<file path="config.mk">
export PLATFORM = sky130hd
export DESIGN_NAME = pwm_sched_ctrl
export DESIGN_NICKNAME = d
export VERILOG_FILES = /design/src/rtl/pwm_pkg.sv /design/src/rtl/pwm_shadow_reg.sv /design/src/rtl/pwm_sched_ctrl.sv
export SDC_FILE = /design/constraint.sdc
export NUM_CORES = 1
export LEC_CHECK = 0
export ABC_CLOCK_PERIOD_IN_PS = 4800
export CAP_MARGIN = 10
export CORE_UTILIZATION = 44
export DETAILED_ROUTE_END_ITERATION = 16
export GPL_TIMING_DRIVEN = 0
export PLACE_DENSITY = 0.73
export SLEW_MARGIN = 20
export SYNTH_ARGS = -nofsm -noshare
export SYNTH_HDL_FRONTEND = slang
export SYNTH_SLANG_ARGS = --single-unit
</file>
<file path="constraint.sdc">
create_clock -name ck -period 4.8 [get_ports ck]
set_input_delay 0.72 -clock ck [delete_from_list [all_inputs] [get_ports ck]]
set_output_delay 0.72 -clock ck [all_outputs]
set_load 0.05 [all_outputs]
</file>
<file path="src/rtl/pwm_pkg.sv">
// Shared types and constants for the PWM scheduling controller.
// Latency: n/a (declarations only).
// Backpressure: n/a (declarations only).
package pwm_pkg;

    localparam int CNT_W_DEF    = 8;
    localparam int RST_DUTY_DEF = 0;

    typedef enum logic [1:0] {
        IDLE  = 2'd0,
        RUN   = 2'd1,
        DRAIN = 2'd2
    } state_e;

    // All-ones period for a counter of the given width.
    function automatic int rst_period(input int w);
        return (1 << w) - 1;
    endfunction

endpackage

</file>
<file path="src/rtl/pwm_shadow_reg.sv">
// Shadow/active configuration register pair with a single pending-update flag.
// Latency: a load lands in shadow on the accepting edge; commit copies it to active on the commit edge.
// Backpressure: ready_o = !pend, so a pending update can never be overwritten.
//
// Ports:
//   clk_i, rst_i           clock, synchronous active-high reset
//   load_i, per_i, duty_i  accepted configuration (handshake already qualified with ready_o)
//   commit_i               period boundary or IDLE->RUN edge
//   per_a_o                active period (registered)
//   duty_nxt_o             duty value that will be active after this edge
//   ready_o                high when no update is pending
module pwm_shadow_reg #(
    parameter int CNT_W      = 8,
    parameter int RST_PERIOD = 255,
    parameter int RST_DUTY   = 0
) (
    input  logic             clk_i,
    input  logic             rst_i,
    input  logic             load_i,
    input  logic [CNT_W-1:0] per_i,
    input  logic [CNT_W-1:0] duty_i,
    input  logic             commit_i,
    output logic [CNT_W-1:0] per_a_o,
    output logic [CNT_W-1:0] duty_nxt_o,
    output logic             ready_o
);

    logic [CNT_W-1:0] per_s_q,  per_s_d;
    logic [CNT_W-1:0] duty_s_q, duty_s_d;
    logic [CNT_W-1:0] per_a_q,  per_a_d;
    logic [CNT_W-1:0] duty_a_q, duty_a_d;
    logic             pend_q,   pend_d;

    // load needs pend=0 and the copy needs pend=1, so they never collide:
    // a load on a commit edge stays in shadow until the following commit.
    always_comb begin
        per_s_d  = per_s_q;
        duty_s_d = duty_s_q;
        per_a_d  = per_a_q;
        duty_a_d = duty_a_q;
        pend_d   = pend_q;
        if (commit_i && pend_q) begin
            per_a_d  = per_s_q;
            duty_a_d = duty_s_q;
            pend_d   = 1'b0;
        end
        if (load_i) begin
            per_s_d  = per_i;
            duty_s_d = duty_i;
            pend_d   = 1'b1;
        end
    end

    always_ff @(posedge clk_i) begin
        if (rst_i) begin
            per_s_q  <= CNT_W'(RST_PERIOD);
            duty_s_q <= CNT_W'(RST_DUTY);
            per_a_q  <= CNT_W'(RST_PERIOD);
            duty_a_q <= CNT_W'(RST_DUTY);
            pend_q   <= 1'b0;
        end else begin
            per_s_q  <= per_s_d;
            duty_s_q <= duty_s_d;
            per_a_q  <= per_a_d;
            duty_a_q <= duty_a_d;
            pend_q   <= pend_d;
        end
    end

    assign per_a_o    = per_a_q;
    assign duty_nxt_o = duty_a_d;
    assign ready_o    = !pend_q;

endmodule

</file>
<file path="src/rtl/pwm_sched_ctrl.sv">
// PWM run-time controller: boundary-aligned config updates and drained start/stop sequencing.
// Latency: en sampled high at edge N gives period_start and the first pwm_out value after edge N.
// Backpressure: cfg_ready low while an accepted update waits for the next period boundary.
//
// Ports:
//   ck, rst                          clock, synchronous active-high reset
//   en                               level enable
//   cfg_valid/cfg_ready              configuration handshake
//   cfg_period, cfg_duty             period (length = cfg_period+1) and high-cycle count
//   pwm_out, period_start            registered outputs aligned with the next counter value
//   busy                             controller not IDLE
module pwm_sched_ctrl
    import pwm_pkg::*;
#(
    parameter int CNT_W      = CNT_W_DEF,
    parameter int RST_PERIOD = rst_period(CNT_W),
    parameter int RST_DUTY   = RST_DUTY_DEF
) (
    input  logic             ck,
    input  logic             rst,
    input  logic             en,
    input  logic             cfg_valid,
    input  logic [CNT_W-1:0] cfg_period,
    input  logic [CNT_W-1:0] cfg_duty,
    output logic             cfg_ready,
    output logic             pwm_out,
    output logic             period_start,
    output logic             busy
);

    state_e           state_q, state_d;
    logic [CNT_W-1:0] cnt_q,   cnt_d;
    logic             pwm_q,   pwm_d;
    logic             ps_q,    ps_d;

    logic [CNT_W-1:0] per_a;
    logic [CNT_W-1:0] duty_nxt;
    logic             wrap;
    logic             commit;
    logic             load;

    assign load   = cfg_valid && cfg_ready;
    // Counter never exceeds per_a because active values only change at a wrap.
    assign wrap   = (state_q != IDLE) && (cnt_q == per_a);
    assign commit = ((state_q == IDLE) && en) || wrap;

    pwm_shadow_reg #(
        .CNT_W      (CNT_W),
        .RST_PERIOD (RST_PERIOD),
        .RST_DUTY   (RST_DUTY)
    ) u_shadow (
        .clk_i      (ck),
        .rst_i      (rst),
        .load_i     (load),
        .per_i      (cfg_period),
        .duty_i     (cfg_duty),
        .commit_i   (commit),
        .per_a_o    (per_a),
        .duty_nxt_o (duty_nxt),
        .ready_o    (cfg_ready)
    );

    always_comb begin
        state_d = state_q;
        cnt_d   = cnt_q;
        unique case (state_q)
            IDLE: begin
                cnt_d = '0;
                if (en) state_d = RUN;
            end
            RUN: begin
                cnt_d = wrap ? '0 : cnt_q + 1'b1;
                if (!en) state_d = DRAIN;
            end
            DRAIN: begin
                cnt_d = wrap ? '0 : cnt_q + 1'b1;
                if (en)        state_d = RUN;
                else if (wrap) state_d = IDLE;
            end
            default: begin
                state_d = IDLE;
                cnt_d   = '0;
            end
        endcase
    end

    // Outputs are computed from next-state values so they line up with cnt_q.
    always_comb begin
        pwm_d = (state_d != IDLE) && (cnt_d < duty_nxt);
        ps_d  = (state_d != IDLE) && (cnt_d == '0);
    end

    always_ff @(posedge ck) begin
        if (rst) begin
            state_q <= IDLE;
            cnt_q   <= '0;
            pwm_q   <= 1'b0;
            ps_q    <= 1'b0;
        end else begin
            state_q <= state_d;
            cnt_q   <= cnt_d;
            pwm_q   <= pwm_d;
            ps_q    <= ps_d;
        end
    end

    assign pwm_out      = pwm_q;
    assign period_start = ps_q;
    assign busy         = (state_q != IDLE);

endmodule
</file>
==> results.cfg <==
[detailed_routing]
drc_errors = 0
via_count = 1915
ant_nets = 0
firstDrtPassIters = 4
wl_per_cell_um = 13.0
drtIter0Drc = 111
drt-total-wl_um = 4790
avgViaCountPerCell = 5.19

[layout]
syn_to_final_growth_pct = 16.8
drive_above_1_share_pct = 7.02
fin_nets = 331
multi_input_area_mm2 = 0.00134
nFillCells = 510
layoutNonFillerInstCount = 369
antenna_cells = 0
finish.instance_area_mm2 = 0.00277
seq_area_um2 = 901

[timing]
fin_crit_ns = 3.38
drv_slew = 0
final-setup-viol-count = 0
tightestPinTransition_ns = 0.600
fin_hold_ws_ns = 0.465
timing.final.crit_share_pct = 70.5
finalClockSkew_ns = 0.00570
fin_tns_setup_ns = 0
rsz0062_at_grt = no
max_freq_mhz = 296
hold_viol = 0
layout_setup_ws_ns = 1.42
slew_headroom_pct = 59.7

[power]
ir_drop_uv = 207
p_leak_nw = 1.03
p_per_area_mw_per_mm2 = 287

[synthesis]
yosys_warnings = 0
ys_seq_area_share_pct = 38.0
synth_cell_types = 49
synth_cells = 270
netlist_area_mm2 = 0.00237
yosys.area.top_type = dfxtp_1
synth.avg_cell_area_um2 = 8.78
async_flop_share_pct = 0
ys_seq_elements = 45
synth_top_area_share_pct = 38.0
dominantRegCellSynth = dfxtp_1
synthTopCellsByArea = dfxtp_1 (38%), ha_1 (6.3%), mux2i_1 (6.3%)
synth_edf_count = 0
synth_nets = 302

[grt]
grt_overflow = 0
use_met2_pct = 29.5
grt_busiest_layer = met2
use_met3_pct = 5.16
grt_antenna_before_repair = 0
grt_pass1_vias = 1683
grtUsageTotal_pct = 19.2
grt_pass1_wl_um = 8070
met1_usage_pct = 26.0
grt_max_degree = 14

[run]
maxCapViolCount = 0

[place]
place_ws_ns = 1.45
dpl_cell_area_mm2 = 0.00268
dp_cells = 362
place.gp.congestion = 0.819
port_buffers = 22
post-dp-hpwl_um = 3590

[floorplanning]
fp.dieW_um = 75.4
coreArea_mm2 = 0.00514
die_y_um = 75.4
rows = 26
ios = 24
die_area_mm2 = 0.00569
start_util_pct = 46.1

[clock_tree]
hold_buffers = 0
cts_setup_buffers = 0
clockBufferDepth = 2
cts_resized = 0
cts-root-buf = clkbuf_8
clk_latency_ns = 0.29
cts_sinks = 45
numCtsBuffers = 5
cts_htree_levels = 2
cts_tree = built
clk_pin_slew_ns = 0.08

[critical_path]
crit_top_cell = ha_1
worstSetupStartpointType = flop
slowest_stage = o32ai_4
cp.arrival_ns = 3.62
slowest_delay_ns = 0.44
cp-end-kind = flop
cp.required_ns = 5.04
path_cells = inv_1 > ha_1 > inv_2 > nand2_1 > o32ai_4 > and2_1 > buf_4 > buf_12 > mux2i_1 > ha_1 > a21o_1 > a221oi_1 > o2111a_1
crit_buf_inv = 4
crit_type = flop to flop
cp_top_family = compound AO/OA/AOI/OAI gates
cp_max_fo = 10

[hold_path]
hp-class = flop to flop

[outcome]
status = completed
tightest hold or removal path, delay by kind of cell (launching register included):
family             cells  cell delay (ns)
DFF                    1             0.31
and+or+nand+nor        1             0.06
AOI/OAI and AO/OA      1             0.05
per-layer routing:
metal	up-vias	part of all wire, %
met5	-	0
met4	0	2.0
met3	9	3.9
met2	42	45
met1	867	49
li1	997	-
path summary, 6_finish.rpt:
kind	startpoint	end	slack (ns)	depth (start not counted)
max	state_q[0]$_SDFF_PP0_	pwm_out$_SDFF_PP0_	1.42	13
min	u_shadow.duty_a_q[7]$_SDFF_PP0_	u_shadow.duty_a_q[7]$_SDFF_PP0_	0.47	2
min reg2reg	u_shadow.duty_a_q[7]$_SDFF_PP0_	u_shadow.duty_a_q[7]$_SDFF_PP0_	0.47	2
max reg2reg	state_q[0]$_SDFF_PP0_	pwm_out$_SDFF_PP0_	1.42	13
power by group:
part | total [mW] | switching (mW) | internal (mW)
Combinational | 0.148 | 0.0836 | 0.0648
Clock | 0.242 | 0.128 | 0.114
Sequential | 0.405 | 0.0143 | 0.391
Total | 0.796 | 0.226 | 0.570
flip-flops by register name (all words and copies together), names as in the netlist:
signal	cells
u_shadow.duty_a_q	8
u_shadow.duty_s_q	8
u_shadow.per_s_q	8
pwm_out	1
u_shadow.per_a_o	8
u_shadow.pend_q	1
cnt_q	8
period_start	1
state_q	2
cells in the mapped netlist, drive strengths merged, types with 8 or more instances:
| cell type | number |
|---|---|
| nand3b | 8 |
| nor2 | 28 |
| nand2 | 40 |
| mux2i | 15 |
| nand4b | 8 |
| dfxtp | 45 |
| clkbuf | 11 |
| nor3 | 12 |
| o21ai | 9 |
| xnor2 | 10 |
| ha | 12 |
| a21oi | 11 |
layout by cell type (no fill, tap or decap), drive strengths merged, types with 2 or more instances in the layout:
master | Yosys | routed
or4 | 2 | 2
nand2 | 40 | 40
nor2b | 2 | 2
nand4b | 8 | 8
a21o | 2 | 2
mux2i | 15 | 15
xnor2 | 10 | 10
o31ai | 2 | 2
nor3 | 12 | 12
clkbuf | 11 | 17
buf | 7 | 7
a21oi | 11 | 11
nand3 | 5 | 5
ha | 12 | 12
clkdlybuf4s50 | 0 | 22
xor2 | 4 | 4
and2 | 2 | 2
nand2b | 7 | 7
nor2 | 28 | 28
inv | 6 | 6
o21ai | 9 | 9
dfxtp | 45 | 45
o21a | 2 | 2
nand4 | 3 | 3
nand3b | 8 | 8
area by class of cell:
cell class	instances	area share, %
multi-input combinational	201	48.4
sequential	45	32.5
timing repair buffer	22	7.95
buffer	18	3.84
tap	70	3.16
clock buffer	6	2.98
inverter	6	0.813
clock inverter	1	0.271
metrics by stage:
stage / util (%) / total power, mW
after global placement: 52.1 / 0.560
final: 53.9 / 0.796
after floorplan: - / 0.515
after detailed placement: 52.1 / 0.562
after global routing: 53.9 / 0.840
after CTS: 53.9 / 0.802
logic make-up (layout without fill, tap and decap cells):
kind of cell | count (synthesis) | in the layout | share of synthesized area, %
AO/OA/AOI/OAI | 39 | 39 | 11.8
XOR/XNOR | 14 | 14 | 6.12
adder cells (fa/ha/maj) | 12 | 12 | 6.33
buffers and inverters | 24 | 53 | 5.44
flip-flops | 45 | 45 | 38.0
multiplexers | 15 | 15 | 6.33
AND/OR/NAND/NOR | 121 | 121 | 26.0
Power figures use the tool's default switching activity.
